**config.mk**
```make
export PLATFORM = sky130hd
export DESIGN_NAME = spi_register_master_flat
export DESIGN_NICKNAME = d
export VERILOG_FILES = /design/src/rtl/spi_register_master_if.sv /design/src/rtl/spi_register_master.sv /design/src/flat_wrapper.sv
export SDC_FILE = /design/constraint.sdc
export NUM_CORES = 1
export LEC_CHECK = 0
export ABC_AREA = 1
export BUFFER_PORTS_ARGS = -buffer_cell sky130_fd_sc_hd__buf_2
export CORE_MARGIN = 10
export CORE_UTILIZATION = 55
export CTS_BUF_LIST = sky130_fd_sc_hd__clkbuf_8
export DETAILED_ROUTE_END_ITERATION = 10
export HOLD_SLACK_MARGIN = 0.08
export PLACE_DENSITY = 0.77
export SLEW_MARGIN = 25
export SYNTH_ARGS = -nofsm -noshare
export SYNTH_HDL_FRONTEND = slang
export SYNTH_SLANG_ARGS = --single-unit
export TNS_END_PERCENT = 100
```
**constraint.sdc**
```tcl
create_clock -name i_Clock -period 3.53 [get_ports i_Clock]
set_input_delay 0.1765 -clock i_Clock [delete_from_list [all_inputs] [get_ports i_Clock]]
set_output_delay 0.1765 -clock i_Clock [all_outputs]
set_load 0.02 [all_outputs]
```
**src/rtl/spi_register_master_if.sv**
```systemverilog
// Request/sample bus between a host controller and spi_register_master.
interface spi_register_master_if;
  localparam int unsigned NUM_W = 15;
  localparam int unsigned VAL_W = 16;

  logic             i_ReqValid;
  logic             o_ReqReady;
  logic             i_ReqWrite;
  logic [NUM_W-1:0] i_ReqNumber;
  logic [VAL_W-1:0] i_ReqValue;
  logic             o_SampleValid;
  logic [VAL_W-1:0] o_Sample;
  logic             o_Busy;

  // Host side: issues requests, consumes samples.
  modport master (
    output i_ReqValid, i_ReqWrite, i_ReqNumber, i_ReqValue,
    input  o_ReqReady, o_SampleValid, o_Sample, o_Busy
  );

  // SPI master side: accepts requests, reports samples.
  modport slave (
    input  i_ReqValid, i_ReqWrite, i_ReqNumber, i_ReqValue,
    output o_ReqReady, o_SampleValid, o_Sample, o_Busy
  );
endinterface

```
**src/rtl/spi_register_master.sv**
```systemverilog
// SPI initiator: serializes register writes / sample polls as 32-bit mode-0
// frames (MSB first) and captures the 16-bit sample returned on MISO.
module spi_register_master #(
  parameter int unsigned CLK_DIV    = 4,
  parameter int unsigned GAP_CYCLES = 8
) (
  input  logic                  i_Clock,
  input  logic                  i_Reset,
  spi_register_master_if.slave  bus,
  output logic                  o_SPI_SCK,
  output logic                  o_SPI_MOSI,
  input  logic                  i_SPI_MISO
);

  localparam int unsigned FRAME_W = 32;
  localparam int unsigned SAMP_W  = 16;
  localparam int unsigned BIT_W   = 5;
  localparam int unsigned CNT_MAX = (CLK_DIV > GAP_CYCLES) ? CLK_DIV : GAP_CYCLES;
  localparam int unsigned CNT_W   = $clog2(CNT_MAX) + 1;

  localparam logic [CNT_W-1:0] PH_LAST  = CNT_W'(CLK_DIV - 1);
  localparam logic [CNT_W-1:0] GAP_LAST = CNT_W'(GAP_CYCLES - 1);

  localparam logic [2:0] S_IDLE  = 3'd0;
  localparam logic [2:0] S_START = 3'd1;
  localparam logic [2:0] S_LOW   = 3'd2;
  localparam logic [2:0] S_HIGH  = 3'd3;
  localparam logic [2:0] S_GAP   = 3'd4;

  logic [2:0]         state_q,  state_d;
  logic [CNT_W-1:0]   cnt_q,    cnt_d;
  logic [BIT_W-1:0]   bit_q,    bit_d;
  logic [FRAME_W-1:0] shreg_q,  shreg_d;
  logic [SAMP_W-1:0]  rx_q,     rx_d;
  logic [SAMP_W-1:0]  sample_q, sample_d;
  logic               sample_valid_q, sample_valid_d;
  logic               sck_q,    sck_d;
  logic               mosi_q,   mosi_d;
  logic               ready_q,  ready_d;
  logic               busy_q,   busy_d;
  logic               miso_s1_q, miso_s2_q;

  // State, datapath and MISO synchronizer registers.
  always_ff @(posedge i_Clock) begin
    if (i_Reset) begin
      state_q        <= S_IDLE;
      cnt_q          <= '0;
      bit_q          <= '0;
      shreg_q        <= '0;
      rx_q           <= '0;
      sample_q       <= '0;
      sample_valid_q <= 1'b0;
      sck_q          <= 1'b0;
      mosi_q         <= 1'b0;
      ready_q        <= 1'b1;
      busy_q         <= 1'b0;
      miso_s1_q      <= 1'b0;
      miso_s2_q      <= 1'b0;
    end else begin
      state_q        <= state_d;
      cnt_q          <= cnt_d;
      bit_q          <= bit_d;
      shreg_q        <= shreg_d;
      rx_q           <= rx_d;
      sample_q       <= sample_d;
      sample_valid_q <= sample_valid_d;
      sck_q          <= sck_d;
      mosi_q         <= mosi_d;
      ready_q        <= ready_d;
      busy_q         <= busy_d;
      miso_s1_q      <= i_SPI_MISO;
      miso_s2_q      <= miso_s1_q;
    end
  end

  // Next-state and registered-output logic for the frame sequencer.
  always_comb begin
    state_d        = state_q;
    cnt_d          = cnt_q;
    bit_d          = bit_q;
    shreg_d        = shreg_q;
    rx_d           = rx_q;
    sample_d       = sample_q;
    sample_valid_d = 1'b0;
    sck_d          = sck_q;
    mosi_d         = mosi_q;
    ready_d        = ready_q;
    busy_d         = busy_q;

    case (state_q)
      S_IDLE: begin
        if (bus.i_ReqValid && ready_q) begin
          state_d = S_START;
          shreg_d = {bus.i_ReqWrite, bus.i_ReqNumber,
                     bus.i_ReqWrite ? bus.i_ReqValue : SAMP_W'(0)};
          bit_d   = BIT_W'(FRAME_W - 1);
          cnt_d   = '0;
          ready_d = 1'b0;
          busy_d  = 1'b1;
        end
      end

      // One setup cycle after accept, then bit 31 goes out on MOSI.
      S_START: begin
        state_d = S_LOW;
        cnt_d   = '0;
        sck_d   = 1'b0;
        mosi_d  = shreg_q[FRAME_W-1];
      end

      S_LOW: begin
        if (cnt_q == PH_LAST) begin
          cnt_d   = '0;
          state_d = S_HIGH;
          sck_d   = 1'b1;
        end else begin
          cnt_d = cnt_q + CNT_W'(1);
        end
      end

      // Last cycle of HIGH: sample MISO for the upper 16 bits, then advance.
      S_HIGH: begin
        if (cnt_q == PH_LAST) begin
          cnt_d = '0;
          sck_d = 1'b0;
          if (bit_q >= BIT_W'(SAMP_W)) begin
            rx_d = {rx_q[SAMP_W-2:0], miso_s2_q};
          end
          if (bit_q == '0) begin
            state_d        = S_GAP;
            mosi_d         = 1'b0;
            sample_d       = rx_q;
            sample_valid_d = 1'b1;
          end else begin
            state_d = S_LOW;
            bit_d   = bit_q - BIT_W'(1);
            shreg_d = {shreg_q[FRAME_W-2:0], 1'b0};
            mosi_d  = shreg_q[FRAME_W-2];
          end
        end else begin
          cnt_d = cnt_q + CNT_W'(1);
        end
      end

      S_GAP: begin
        if (cnt_q == GAP_LAST) begin
          cnt_d   = '0;
          state_d = S_IDLE;
          ready_d = 1'b1;
          busy_d  = 1'b0;
        end else begin
          cnt_d = cnt_q + CNT_W'(1);
        end
      end

      default: begin
        state_d = S_IDLE;
        cnt_d   = '0;
        sck_d   = 1'b0;
        mosi_d  = 1'b0;
        ready_d = 1'b1;
        busy_d  = 1'b0;
      end
    endcase
  end

  assign o_SPI_SCK         = sck_q;
  assign o_SPI_MOSI        = mosi_q;
  assign bus.o_ReqReady    = ready_q;
  assign bus.o_Busy        = busy_q;
  assign bus.o_SampleValid = sample_valid_q;
  assign bus.o_Sample      = sample_q;

endmodule
```
**src/flat_wrapper.sv**
```systemverilog
// flat-port wrapper written by rule: the top's interface ports become plain ports
module spi_register_master_flat 
#(
  parameter int unsigned CLK_DIV    = 4,
  parameter int unsigned GAP_CYCLES = 8
)
  (i_Clock, i_Reset, o_SPI_SCK, o_SPI_MOSI, i_SPI_MISO, bus_i_ReqValid, bus_i_ReqWrite, bus_i_ReqNumber, bus_i_ReqValue, bus_o_ReqReady, bus_o_SampleValid, bus_o_Sample, bus_o_Busy);
  spi_register_master_if bus_i ();
  input  logic i_Clock;
  input  logic i_Reset;
  output logic o_SPI_SCK;
  output logic o_SPI_MOSI;
  input  logic i_SPI_MISO;
  input wire logic [$bits(bus_i.i_ReqValid)-1:0] bus_i_ReqValid;
  input wire logic [$bits(bus_i.i_ReqWrite)-1:0] bus_i_ReqWrite;
  input wire logic [$bits(bus_i.i_ReqNumber)-1:0] bus_i_ReqNumber;
  input wire logic [$bits(bus_i.i_ReqValue)-1:0] bus_i_ReqValue;
  output wire logic [$bits(bus_i.o_ReqReady)-1:0] bus_o_ReqReady;
  output wire logic [$bits(bus_i.o_SampleValid)-1:0] bus_o_SampleValid;
  output wire logic [$bits(bus_i.o_Sample)-1:0] bus_o_Sample;
  output wire logic [$bits(bus_i.o_Busy)-1:0] bus_o_Busy;
  assign bus_i.i_ReqValid = bus_i_ReqValid;
  assign bus_i.i_ReqWrite = bus_i_ReqWrite;
  assign bus_i.i_ReqNumber = bus_i_ReqNumber;
  assign bus_i.i_ReqValue = bus_i_ReqValue;
  assign bus_o_ReqReady = bus_i.o_ReqReady;
  assign bus_o_SampleValid = bus_i.o_SampleValid;
  assign bus_o_Sample = bus_i.o_Sample;
  assign bus_o_Busy = bus_i.o_Busy;
  spi_register_master #(.CLK_DIV(CLK_DIV), .GAP_CYCLES(GAP_CYCLES)) u_core (.i_Clock(i_Clock), .i_Reset(i_Reset), .bus(bus_i), .o_SPI_SCK(o_SPI_SCK), .o_SPI_MOSI(o_SPI_MOSI), .i_SPI_MISO(i_SPI_MISO));
endmodule
```
**Word level (Yosys, flattened, before mapping)**

Cells that the tools add are included.

- $add $sub $neg: 2
- Multipliers: 0
- Div/mod/pow operators: 0
- Order comparisons: 1
- Eq/ne operators: 11
- Shift operators: 0
- Multiplexer cells: 32
- Bitwise operators: 5
- Reduce and logical (&&, ||, !) cells: 16

Operators by type and width:

| kind | count |
|---|---|
| 32-bit two-way mux | 3 |
| 32-bit one-hot mux with 2 select lines | 1 |
| 16-bit two-way mux | 1 |
| 3-bit two-way mux | 5 |
| 5-bit two-way mux | 3 |
| 3-bit one-hot mux with 5 select lines | 1 |
| 4-bit two-way mux | 3 |
| 1-bit one-hot mux with 3 select lines | 4 |
| 4-bit one-hot mux with 3 select lines | 1 |
| 3-bit AND reduction | 4 |
| 5-bit one-hot mux with 2 select lines | 1 |
| 1-bit two-way mux | 9 |
| 3-bit OR reduction | 3 |
| 2-bit by 1-bit inequality test with 1-bit output (second input constant) | 4 |
| 4-bit AND reduction | 2 |
| 3-bit by 2-bit equality test with 1-bit output (second input constant) | 2 |
| 5-bit >= comparator (second input constant) | 1 |
| 5-bit logical NOT | 1 |
| 1-bit NOT | 5 |
| 5-bit by 1-bit subtractor with 5-bit output (second input constant) | 1 |
| 4-bit by 1-bit adder with 4-bit output (second input constant) | 1 |
| 4-bit by 2-bit equality test with 1-bit output (second input constant) | 1 |
| 4-bit by 3-bit equality test with 1-bit output (second input constant) | 1 |
| 2-bit OR reduction | 2 |
| 7 further kinds | 7 |

- Register bits: 83
- Latch bits: 0
- Memory bits (writable): 0
- Bits in read-only memories: 0
- Input port bits: 36
- Output and inout bits: 21
- Logic and storage cells: 80
- Memories: 0

**Depth between registers and ports, before layout**

- Word-level depth: 4
- Mapped depth: 11
- Depth with buffers taken out: 10

**Least setup slack after synthesis**

OpenSTA, ideal clock, no wires.

- Path type: register to register
- Start point: register u_core.bit_q[0]
- End point: register u_core.sample_q[0], in the netlist u_core.bus.o_Sample[0]
- Setup time: 132 ps
- Arrival time: 1424 ps
- Required time: 3398 ps
- Path slack: 1974 ps
- Stages on the path, launching flop included: 11
- Buffers on the path: 1
- Clock period less this slack: 1556 ps
- Path through: dfxtp_1 inv_1 ha_1 inv_1 nor2_1 nand2_1 nor2_4 nand2_1 buf_2 nand2_1 a21oi_1

- Word-level cells in the longest chain between the ends: 2

Ends and longest elaborated chain:

| element | line | text |
|---|---|---|
| start: declaration | spi_register_master.sv:32 | `logic [BIT_W-1:0] bit_q, bit_d;` |
| start signal: assignment | spi_register_master.sv:62 | `bit_q <= bit_d;` |
| 5-bit logical NOT | spi_register_master.sv:129 | `if (bit_q == '0) begin` |
| 3-bit AND reduction (no line) | -- |  |
| end signal: assignment | spi_register_master.sv:65 | `sample_q <= sample_d;` |
| end: declaration | spi_register_master.sv:35 | `logic [SAMP_W-1:0] sample_q, sample_d;` |

Every way passes these cells.
A chain may end at the register's enable or synchronous reset.

**Worst setup path in the final report**

- Start point: register u_core.state_q[2]
- End point: register u_core.rx_q[11]

- Word-level cells in the longest chain between the ends: 2

Ends and longest elaborated chain:

| element | line | text |
|---|---|---|
| start: declaration | spi_register_master.sv:30 | `logic [2:0] state_q, state_d;` |
| start signal: assignment | spi_register_master.sv:60 | `state_q <= state_d;` |
| 3-bit by 2-bit equality test with 1-bit output | spi_register_master.sv:90 | `case (state_q)` |
| 3-bit AND reduction (no line) | -- |  |
| end signal: assignment | spi_register_master.sv:64 | `rx_q <= rx_d;` |
| end: declaration | spi_register_master.sv:34 | `logic [SAMP_W-1:0] rx_q, rx_d;` |

Every way passes these cells.

==> impl_metrics.csv <==
group,metric,value,unit
synthesis,synth_seq_cells,83,
synthesis,netlist_instances,573,
floorplanning,core.rowCount,30,
clocking,htreeDepth,3,
floorplanning,die_w,104.0,µm
floorplanning,ios,57,
pwr,p_per_area,807.4,nW/µm²
job,cap_viol_max_count,0,
global_route,grt_use_total,0.1615,
clocking,clock-sinks,83,
global_route,grt_max_degree,67,
worst_setup_path,worst-path-max-fanout,17,
synthesis,syn_area,3880,µm²
worst_hold_path,min-delay-start,"bus_i_ReqValue[0]",
worst_setup_path,worstPathArrival,2.63,ns
pwr,p_leak,2.048,nW
final_layout,area_growth,12.48,%
timing,relSlewSlack,0.3166,
final_layout,fin_cells,708,
clocking,cts_tree,"built",
synthesis,yosys.area.top_type_share,0.4282,
synthesis,yosysWarnings,0,
worst_setup_path,worstSetupPathType,"reg2reg",
worst_setup_path,r2r-start,"u_core.state_q[2]",
floorplanning,die_h,104.0,µm
timing,rsz0062_at_grt,"false",
drt,drt_iter0_drc,177,
final_layout,layout-drive-gt1-share,0.1422,
global_route,grt_pass1_vias,3333,
placement,place.gp.congestion,0.8468,
status,outcome,"complete, no violations",
timing,period_share,0.6689,
floorplanning,core,6832,µm²
drt,drtPass1Iterations,4,
worst_setup_path,r2r_cells,6,
timing,fmax,423.5,MHz
synthesis,syn_nets,612,
synthesis,yosys.area.top_type,"dfxtp_1",
drt,via_per_inst,5.062,
worst_setup_path,r2r_end,"u_core.rx_q[11]",
drt,routed_wl,8636,µm
clocking,cts_resized,0,
timing,min_period,2.361,ns
global_route,grt_pass1_wl,15190,µm
drt,drt-wirelength-per-cell,12.20,µm
worst_hold_path,whs_path_depth,5,
clocking,cts_root_buf,"clkbuf_8",
clocking,cts.path.max_buffers,2,
drt,drc,0,
placement,dp_hpwl,5664,µm
worst_setup_path,cp-start-kind,"register",
pwr,peakVddDrop,0.4052,mV
placement,io_buffers,56,
clocking,cts_buffers,9,
pwr,fin_total_pwr,3.524,mW
final_layout,fillers,648,
final_layout,diodes,0,
synthesis,ys_types,23,
floorplanning,die_area,10810,µm²
worst_setup_path,reg2reg_slack,1.17,ns
final_layout,fin_util,0.6388,
clocking,path_clk_slew,0.09,ns
placement,place_inst,691,
clocking,clock_latency,0.37,ns
timing,slew_viol_final,0,
global_route,grt_overflow,0,
worst_hold_path,hold_class,"in2reg",
worst_hold_path,hold_end,"u_core.shreg_q[0]",
floorplanning,initial_utilization,0.5679,
final_layout,nets,646,
drt,route.vias.total,3584,
synthesis,seq_area_frac_synth,0.4282,
clocking,cts_hold_buf,1,
synthesis,syn_avg_cell_area,6.771,µm²
drt,drtAntennaViolNets,0,
global_route,antenna_found_initial,0,
timing,worstMarginPinSlew,1.020,ns
timing,finalClockSkew,0.01058,ns
timing,hold_ws,0.1180,ns
timing,fin_setup_tns,0,ns
timing,hold_viol_final,0,
synthesis,synth.area.top_cells,"dfxtp_1 43%, nand2_1 13%, nor2_1 8.4%",
worst_setup_path,end_kind,"register",
worst_setup_path,required,3.80,ns
clocking,cts_setup_buffers,0,
timing,finalSetupViolCount,0,
[how the worst max path moves through the flow]
stage	cells past startpoint	endpoint	start
detailed placement	8	u_core.shreg_q[22]	u_core.state_q[1]
global route	6	u_core.rx_q[12]	u_core.state_q[2]
CTS	8	u_core.shreg_q[22]	u_core.state_q[1]
global placement	8	u_core.shreg_q[0]	u_core.state_q[2]
floorplan	10	u_core.bus.o_Sample[0]	u_core.bit_q[0]
finish	6	u_core.rx_q[11]	u_core.state_q[2]
[logic make-up after synthesis]
family                     Yosys count  share of synthesized area
and+or+nand+nor                    307                     0.3309
AOI/OAI and AO/OA                  102                     0.1419
DFF                                 83                     0.4282
buffers and inverters               76                    0.08481
adders and majority gates            3                   0.009675
xor gates and xnor gates             2                   0.004515
[power breakdown]
| part | total [mW] | switching [mW] | internal [mW] |
|---|---|---|---|
| combinational | 1.45 | 0.964 | 0.488 |
| clock | 0.768 | 0.366 | 0.402 |
| sequential | 1.30 | 0.115 | 1.19 |
[registers in the layout, summed over array words and instances (netlist names)]
register	flops
u_core.shreg_q	32
u_core.bus.o_Sample	16
u_core.rx_q	16
u_core.bit_q	5
u_core.cnt_q	4
u_core.state_q	3
u_core.bus.o_Busy	1
u_core.bus.o_ReqReady	1
u_core.bus.o_SampleValid	1
u_core.miso_s1_q	1
u_core.miso_s2_q	1
u_core.o_SPI_MOSI	1
u_core.o_SPI_SCK	1
[critical path, stage by stage (launching register included)]
cell and delay [ns]:
dfxtp_1 0.37, inv_2 0.12, nand3_2 0.29, nor3_2 0.91
inv_2 0.32, nor2_1 0.19, nor2_1 0.06
[area by class of cell]
cell class | count | area, µm² | area share
multi-input combinational | 414 | 1902 | 0.4358
clock inverter | 7 | 97.59 | 0.02236
inverter | 39 | 146.4 | 0.03354
timing repair buffer | 60 | 312.8 | 0.07167
tap | 96 | 120.1 | 0.02752
sequential | 83 | 1662 | 0.3807
clock buffer | 9 | 123.9 | 0.02838
[cells in the final DEF (no fill, tap or decap), types with 2 or more instances in the layout]
| cell | count |
|---|---|
| nand3_1 | 45 |
| nor3_1 | 31 |
| ha_1 | 3 |
| nand2_4 | 2 |
| buf_2 | 56 |
| inv_6 | 2 |
| o21ai_0 | 52 |
| nand2_1 | 135 |
| clkbuf_8 | 9 |
| bufinv_16 | 2 |
| o21bai_1 | 16 |
| clkinvlp_4 | 2 |
| inv_1 | 35 |
| nand3_2 | 2 |
| buf_4 | 3 |
| dfxtp_1 | 83 |
| nor2_1 | 87 |
| a21oi_1 | 28 |
| o21ai_1 | 6 |
| nor2_2 | 2 |
| inv_2 | 3 |
[metal layers]
layer,up-vias,global-route usage,wire [µm]
li1,1912,-,-
met1,1578,0.2057,4206
met2,83,0.2464,3730
met3,11,0.04275,533
met4,0,0.07853,165
met5,-,0,0
[per-stage QoR]
step	cell area [µm²]	setup WS, ns
finish	4364	1.169
global route	4364	0.9202
CTS	4354	1.160
detailed placement	4123	1.168
global placement	4123	1.276
floorplan	3880	1.974
[cells in the mapped netlist]
cell,count
clkbuf_1,14
nand2_2,2
ha_1,3
dfxtp_1,83
nor2_4,1
o21ai_1,6
nor3_1,31
o21ai_0,52
nand2_1,136
nand3_1,45
nor2_1,87
o21bai_1,16
nand3_2,2
xnor2_1,1
nor2_2,2
xor2_1,1
clkinv_1,1
inv_2,3
buf_2,17
a21oi_1,28
buf_4,6
inv_1,35
nor3_2,1
No activity file was read; power rests on OpenSTA's default activity.
